`config.mk`:
```
export PLATFORM = sky130hd
export DESIGN_NAME = music_playback_ctrl
export DESIGN_NICKNAME = d
export VERILOG_FILES = /design/src/rtl/music_playback_ctrl.sv
export SDC_FILE = /design/constraint.sdc
export NUM_CORES = 1
export LEC_CHECK = 0
export ABC_AREA = 1
export BUFFER_PORTS_ARGS = -buffer_cell sky130_fd_sc_hd__buf_2
export CAP_MARGIN = 20
export CORE_MARGIN = 5
export CORE_UTILIZATION = 30
export DETAILED_ROUTE_END_ITERATION = 6
export SETUP_SLACK_MARGIN = 0.05
export SKIP_LAST_GASP = 1
export SYNTH_ARGS = -nofsm -noshare
export SYNTH_HDL_FRONTEND = slang
export SYNTH_SLANG_ARGS = --single-unit
```
`constraint.sdc`:
```
create_clock -name clk -period 7 [get_ports clk]
set_input_delay 0.35 -clock clk [delete_from_list [all_inputs] [get_ports clk]]
set_output_delay 0.35 -clock clk [all_outputs]
set_load 0.02 [all_outputs]
```
`src/rtl/music_playback_ctrl.sv`:
```
// Song playback sequencer: resets a memory unit's read pointer, fetches {note,len} entries
// one at a time, and times each note and its trailing silent gap. Supports play, pause and stop.
module music_playback_ctrl #(
  parameter int unsigned NOTE_W     = 5,
  parameter int unsigned LEN_W      = 3,
  parameter int unsigned DATA_WIDTH = NOTE_W + LEN_W,
  parameter int unsigned SEL_W      = 3,
  parameter int unsigned IDX_W      = 10,
  parameter int unsigned BEAT_TICKS = 12500000,
  parameter int unsigned GAP_TICKS  = 1250000
) (
  input  logic                  clk,
  input  logic                  rst,
  input  logic                  play,
  input  logic                  stop,
  input  logic                  pause,
  input  logic [SEL_W-1:0]      song_sel,
  input  logic [DATA_WIDTH-1:0] mem_data,
  input  logic                  mem_valid,
  input  logic [IDX_W-1:0]      mem_duration,
  output logic [SEL_W-1:0]      mem_select,
  output logic                  mem_read_en,
  output logic                  mem_read_rst,
  output logic [NOTE_W-1:0]     note_out,
  output logic                  note_valid,
  output logic                  playing,
  output logic                  paused,
  output logic [IDX_W-1:0]      index,
  output logic                  done
);

  localparam int unsigned MAX_TICKS = ((2 ** LEN_W) - 1) * BEAT_TICKS;
  localparam int unsigned CNT_W     = $clog2(MAX_TICKS + 1);
  localparam logic [CNT_W-1:0] GAP_CNT = CNT_W'(GAP_TICKS);

  typedef enum logic [2:0] {
    S_IDLE, S_RST_PTR, S_FETCH, S_WAIT, S_PLAY, S_GAP, S_DONE
  } state_t;

  state_t              state_q, state_d;
  logic [SEL_W-1:0]    sel_q, sel_d;
  logic                paused_q, paused_d;
  logic [IDX_W-1:0]    index_q, index_d;
  logic [CNT_W-1:0]    cnt_q, cnt_d;
  logic [NOTE_W-1:0]   note_q, note_d;
  logic [LEN_W-1:0]    len_w;
  logic [NOTE_W-1:0]   note_w;

  assign len_w  = mem_data[LEN_W-1:0];
  assign note_w = mem_data[DATA_WIDTH-1:LEN_W];

  always_ff @(posedge clk) begin
    if (rst) begin
      state_q  <= S_IDLE;
      sel_q    <= '0;
      paused_q <= 1'b0;
      index_q  <= '0;
      cnt_q    <= '0;
      note_q   <= '0;
    end else begin
      state_q  <= state_d;
      sel_q    <= sel_d;
      paused_q <= paused_d;
      index_q  <= index_d;
      cnt_q    <= cnt_d;
      note_q   <= note_d;
    end
  end

  always_comb begin
    state_d  = state_q;
    sel_d    = sel_q;
    paused_d = paused_q;
    index_d  = index_q;
    cnt_d    = cnt_q;
    note_d   = note_q;
    case (state_q)
      S_IDLE: if (play) begin
        sel_d   = song_sel;
        index_d = '0;
        state_d = S_RST_PTR;
      end
      S_RST_PTR: state_d = S_FETCH;
      S_FETCH:   state_d = (index_q == mem_duration) ? S_DONE : S_WAIT;
      S_WAIT: begin
        if (!mem_valid) begin
          state_d = S_DONE;
        end else if (len_w == '0) begin
          index_d = index_q + IDX_W'(1);
          state_d = S_FETCH;
        end else begin
          note_d  = note_w;
          cnt_d   = CNT_W'((32'(len_w) * BEAT_TICKS) - 32'd1);
          state_d = S_PLAY;
        end
      end
      S_PLAY: if (!paused_q) begin
        // With no gap the note runs the counter to zero and goes straight to the next fetch.
        if (cnt_q == GAP_CNT && GAP_TICKS == 0) begin
          index_d = index_q + IDX_W'(1);
          state_d = S_FETCH;
        end else begin
          cnt_d = cnt_q - CNT_W'(1);
          if (cnt_q == GAP_CNT) state_d = S_GAP;
        end
      end
      S_GAP: if (!paused_q) begin
        if (cnt_q == '0) begin
          index_d = index_q + IDX_W'(1);
          state_d = S_FETCH;
        end else begin
          cnt_d = cnt_q - CNT_W'(1);
        end
      end
      S_DONE: begin
        paused_d = 1'b0;
        state_d  = S_IDLE;
      end
      default: state_d = S_IDLE;
    endcase
    if (pause && (state_q == S_PLAY || state_q == S_GAP)) paused_d = ~paused_q;
    if (play && paused_q) paused_d = 1'b0;
    if (stop && state_q != S_IDLE) begin
      state_d  = S_IDLE;
      paused_d = 1'b0;
      index_d  = index_q;
    end
  end

  assign mem_select   = sel_q;
  assign mem_read_rst = (state_q == S_RST_PTR);
  assign mem_read_en  = (state_q == S_FETCH) && (index_q != mem_duration);
  assign note_out     = (state_q == S_PLAY && !paused_q) ? note_q : '0;
  assign note_valid   = (state_q == S_PLAY) && !paused_q && (note_q != '0);
  assign playing      = (state_q != S_IDLE);
  assign done         = (state_q == S_DONE);
  assign paused       = paused_q;
  assign index        = index_q;

endmodule

```
# Yosys cells after proc, flatten, opt, wreduce, memory -nomap -nowiden
# Cells that the tools add are included.
dict set report op_classes {
  n_addsub 3
  multipliers 1
  n_eq_ne 18
  shift 0
  div_mod_pow 0
  n_mux 24
  bitwise_logic 3
  reduce_logical 23
  order_cmp 0
}
# cell n
set ops {}
lappend ops {{27-bit 2-to-1 mux} 5}
lappend ops {{27-bit case mux with 3 select lines} 1}
lappend ops {{27-bit by 1-bit subtractor with 27-bit output, second input constant} 2}
lappend ops {{10-bit 2-to-1 mux} 5}
lappend ops {{10-bit case mux with 3 select lines} 1}
lappend ops {{27-bit by 21-bit equality test with 1-bit output, second input constant} 1}
lappend ops {{27-bit logical NOT} 1}
lappend ops {{3-bit 2-to-1 mux} 8}
lappend ops {{3-bit by 19-bit multiplier with 22-bit output, second input constant} 1}
lappend ops {{2-bit != test, second input constant} 9}
lappend ops {{3-bit case mux with 6 select lines} 1}
lappend ops {{10-bit by 1-bit adder with 10-bit output, second input constant} 1}
lappend ops {{10-bit equality test} 1}
lappend ops {{10-bit != test} 1}
lappend ops {{3-bit equality test, second input constant} 3}
lappend ops {{3-bit nonzero test} 3}
lappend ops {{7-bit AND reduction} 1}
lappend ops {{3-bit by 2-bit equality test with 1-bit output, second input constant} 2}
lappend ops {{1-bit logical AND} 6}
lappend ops {{3-bit logical NOT} 2}
lappend ops {{6-bit AND reduction} 1}
lappend ops {{5-bit 2-to-1 mux} 1}
lappend ops {{5-bit AND reduction} 1}
lappend ops {{5-bit nonzero test} 1}
lappend ops {{10 further kinds} 13}
dict set report totals {
  output_inout_bits 24
  reg_bits 49
  latch_bits 0
  rom_bits 0
  wordCells 78
  mem_count 0
  mem_bits_rw 0
}

# Logic depth before layout (Yosys ltp)
dict set report logic_depth {
  depth_word 5
  mapped_depth 18
}

# Worst setup path before layout
# Ideal clock, no wire load.
dict set report synth_path {
  path_kind {in2reg}
  start {input port mem_data[0]}
  end {register cnt_q[19]}
  cell_stages 14
  slack_ps 4190
  required_ps 6868
  arrival_ps 2677
  path_buffers 0
  cell_sequence {fa_1 ha_1 inv_1 fa_1 xnor2_1 nand3_1 nor2_1 nand3_1 nor2_1 nand2_1 nand3_1 nand2_1 nand2_1 a21oi_1}
}
dict set report synth_via {
  elab_chain_cells 5
  elab_cells_between_ends 8
  classes_between {add/sub: 1; mul: 1; eq/ne: 1; mux: 3; reduce/logical: 2}
}
# element line_no
set synth_rtl {}
lappend synth_rtl {{start: declaration} 18} ;# input logic [DATA_WIDTH-1:0] mem_data,
lappend synth_rtl {{3-bit by 19-bit multiplier with 22-bit output} 93} ;# cnt_d = CNT_W'((32'(len_w) * BEAT_TICKS) - 32'd1);
lappend synth_rtl {{27-bit by 1-bit subtractor with 27-bit output} 93}
lappend synth_rtl {{27-bit 2-to-1 mux} 88} ;# end else if (len_w == '0) begin
lappend synth_rtl {{27-bit 2-to-1 mux} 86} ;# if (!mem_valid) begin
lappend synth_rtl {{27-bit case mux with 3 select lines} 77} ;# case (state_q)
lappend synth_rtl {{end signal: assignment} 65} ;# cnt_q <= cnt_d;
lappend synth_rtl {{end: declaration} 44} ;# logic [CNT_W-1:0] cnt_q, cnt_d;
# Parallel ways exist; a longest one is shown, timed or not. The select of a mux whose other input is x is not followed.
# A chain may end at the register's enable or synchronous reset.

# Final worst setup path
dict set report layout_path {
  start {register state_q[2]}
  end {register cnt_q[25]}
}
dict set report layout_via {
  elab_chain_cells 3
  elab_cells_between_ends 11
  classes_between {eq/ne: 8; mux: 1; reduce/logical: 2}
}
# element line_no
set layout_rtl {}
lappend layout_rtl {{start: declaration} 40} ;# state_t state_q, state_d;
lappend layout_rtl {{start signal: assignment} 61} ;# state_q <= state_d;
lappend layout_rtl {{3-bit equality test / 3-bit by 2-bit equality test with 1-bit output (equally long branches)} 77}
lappend layout_rtl {{2-bit != test (no line) / 3-bit nonzero test (equally long branches)} n/a}
lappend layout_rtl {{6-bit AND reduction (no line)} n/a}
# Parallel ways exist; a longest one is shown, timed or not.

==> results.toml <==
[die]
die_h_microns = 130
placementRows = 43
core_sq_um = 14000
dieArea_sq_um = 16800
die_w_microns = 130
io_pins = 51
start_util_pct = 30.7

[clock_tree]
clk_latency_ns = 0.29
cts_made_buffers = 5
cts-htree-levels = 2
postCtsSetupRepairBufs = 0
cts.sinks = 49
cts_resized = 0
clock_path_buffers = 2
cts_tree = "yes"
cts_root_buf = "clkbuf_16"
clk_pin_slew_ns = 0.07
cts_hold_buffers = 0

[finish]
design_area_sq_um = 4870
mostFrequentLayoutCell = "nand2_1"
drive_gt1_share_pct = 13.1
nNetsFinal = 793
finalCoreUtilization_pct = 34.8
multi_input_area_sq_um = 2890
num_antenna_cells = 0
regArea_sq_um = 981
syn_to_final_growth_pct = 13.2
final_cell_mix = "177 x nand2_1, 83 x inv_1, 79 x nor2_1"
fill_cells = 1540

[outcome]
outcome = "finished, final reports clean"

[timing]
worst_slew_pin_slew_ns = 0.726
fmax_mhz = 321
hold_violations = 0
min_period_over_period_pct = 44.5
tns_ns = 0
maxSlewHeadroom_pct = 51.5
whs_ns = 0.330
grt_setup_unrepaired = "false"
finClkSkew_ns = 0.00806
drv_slew = 0
setup_viol = 0
period_needed_ns = 3.11

[setup_path]
cp_cell_sequence = "inv_2 > nor2_4 > inv_2 > nand2_1 > inv_2 > nor2_2 > inv_1 > nand2_1 > o21ai_0 > a21oi_1"
cp_num_buf_inv = 4
crit_top_cell = "inv_2"
cp_slowest_cell = "nand2_1"
cp.arrival_ns = 3.33
crit_fanout = 26
max_stage_delay_ns = 0.54
required_ns = 7.22
path_class = "reg2reg"
cp-end-kind = "register"
crit_family = "simple AND/OR/NAND/NOR gates"
startpoint_type = "register"

[detailed_routing]
vias = 4516
avgViaCountPerCell = 4.88
drc = 0
drtPass1Iterations = 5
drtIter0Drc = 278
routed_wl_microns = 11700
routedWlPerCell_microns = 12.6
ant_nets = 0

[yosys]
avgSynthCellArea_sq_um = 6.12
synth_area_sq_um = 4300
ys_seq_elements = 49
synthesis.nets = 751
synth_warnings = 0
synth_cells = 703
ys_types = 39
yosysSeqAreaShare_pct = 22.8

[grt]
antenna_found_initial = 0
overflow = 0
grt_pass1_vias = 4041
grt_max_degree = 34
grt_usage_pct = 13.9
grt_pass1_wl_microns = 19400

[placed_design]
place_area_sq_um = 4700
place_hpwl_microns = 9150
port_buffers = 50
gp_congestion = 0.882

[pwr]
peakVddDrop_mv = 0.0902
p_leak_uw = 0.00227
powerDensity_nw_per_um2 = 241
power_uw = 1180

[job]
maxCapViolCount = 0

[hold_path]
hp-class = "in2reg"
## worst register-to-register path: cells and delay by family (launching register included)
kind	cells	cell delay (ns)
simple gates	4	1.50
buf+inv	4	0.64
flops	1	0.47
compound gates	2	0.43
## registers in the layout (all words and copies together), names as in the netlist
register / count
cnt_q: 27
index: 10
mem_select: 3
note_q: 5
paused: 1
state_q: 3
## power by group
part | switching [uW] | internal, uW | total (uW)
clock | 109 | 169 | 279
sequential | 23.0 | 300 | 323
combinational | 379 | 194 | 573
total | 511 | 664 | 1180
## per-layer routing
metal / vias up / global-route usage (%) / share of wire [%]
met2: 101 / 23.3 / 46
met4: 0 / 3.91 / 1.5
met5: - / 0 / 0
met3: 10 / 1.27 / 4.0
met1: 2026 / 19.0 / 48
li1: 2379 / - / -
## synthesized netlist by cell type, drive strengths merged
library cell	instances	area (sq um)
nand2	186	721
nor2	92	398
inv	91	342
nand3	62	333
a21oi	51	259
dfxtp	49	981
o21ai	36	188
xor2	20	175
nand4	19	119
ha	18	225
nor3	17	96.4
a31oi	12	75.1
xnor2	12	105
buf	8	53.8
clkbuf	8	30.0
fa	3	60.1
nand3b	3	22.5
nor3b	3	22.5
nor4	3	18.8
a211oi	2	15.0
or2	2	12.5
o2111ai	1	8.76
o211ai	1	7.51
o21bai	1	7.51
o22ai	1	6.26
o311a	1	10.0
o31ai	1	7.51
## layout make-up
cell class | instances | area share, %
clock inverters | 3 | 0.900
clock buffers | 5 | 2.57
repair buffers | 51 | 5.30
flip-flops and latches | 49 | 20.2
inverters | 91 | 7.02
multi-input cells | 547 | 59.4
well taps | 180 | 4.63
## final timing paths
kind	startpoint	to	slack (ns)	depth (start not counted)
max	state_q[2]$_SDFFE_PP0P_	cnt_q[25]$_SDFFE_PP0P_	3.89	10
min	song_sel[0]	mem_select[0]$_SDFFE_PP0P_	0.33	3
max reg2reg	state_q[2]$_SDFFE_PP0P_	cnt_q[25]$_SDFFE_PP0P_	3.89	10
min reg2reg	mem_select[2]$_SDFFE_PP0P_	mem_select[2]$_SDFFE_PP0P_	0.46	2
## logic make-up after synthesis
logic type / synth area share [%]
buffers and inverters: 9.90
AOI/OAI and AO/OA: 13.6
DFF: 22.8
xor gates and xnor gates: 6.52
and+or+nand+nor: 40.5
adders and majority gates: 6.64
## per-stage QoR
| stage | setup slack (ns) | std cells |
|---|---|---|
| global route | 3.50 | 926 |
| detailed placement | 3.72 | 918 |
| floorplan | 4.19 | 703 |
| finish | 3.89 | 926 |
| CTS | 3.87 | 926 |
| global placement | 3.80 | 918 |
Power figures use the tool's default switching activity.
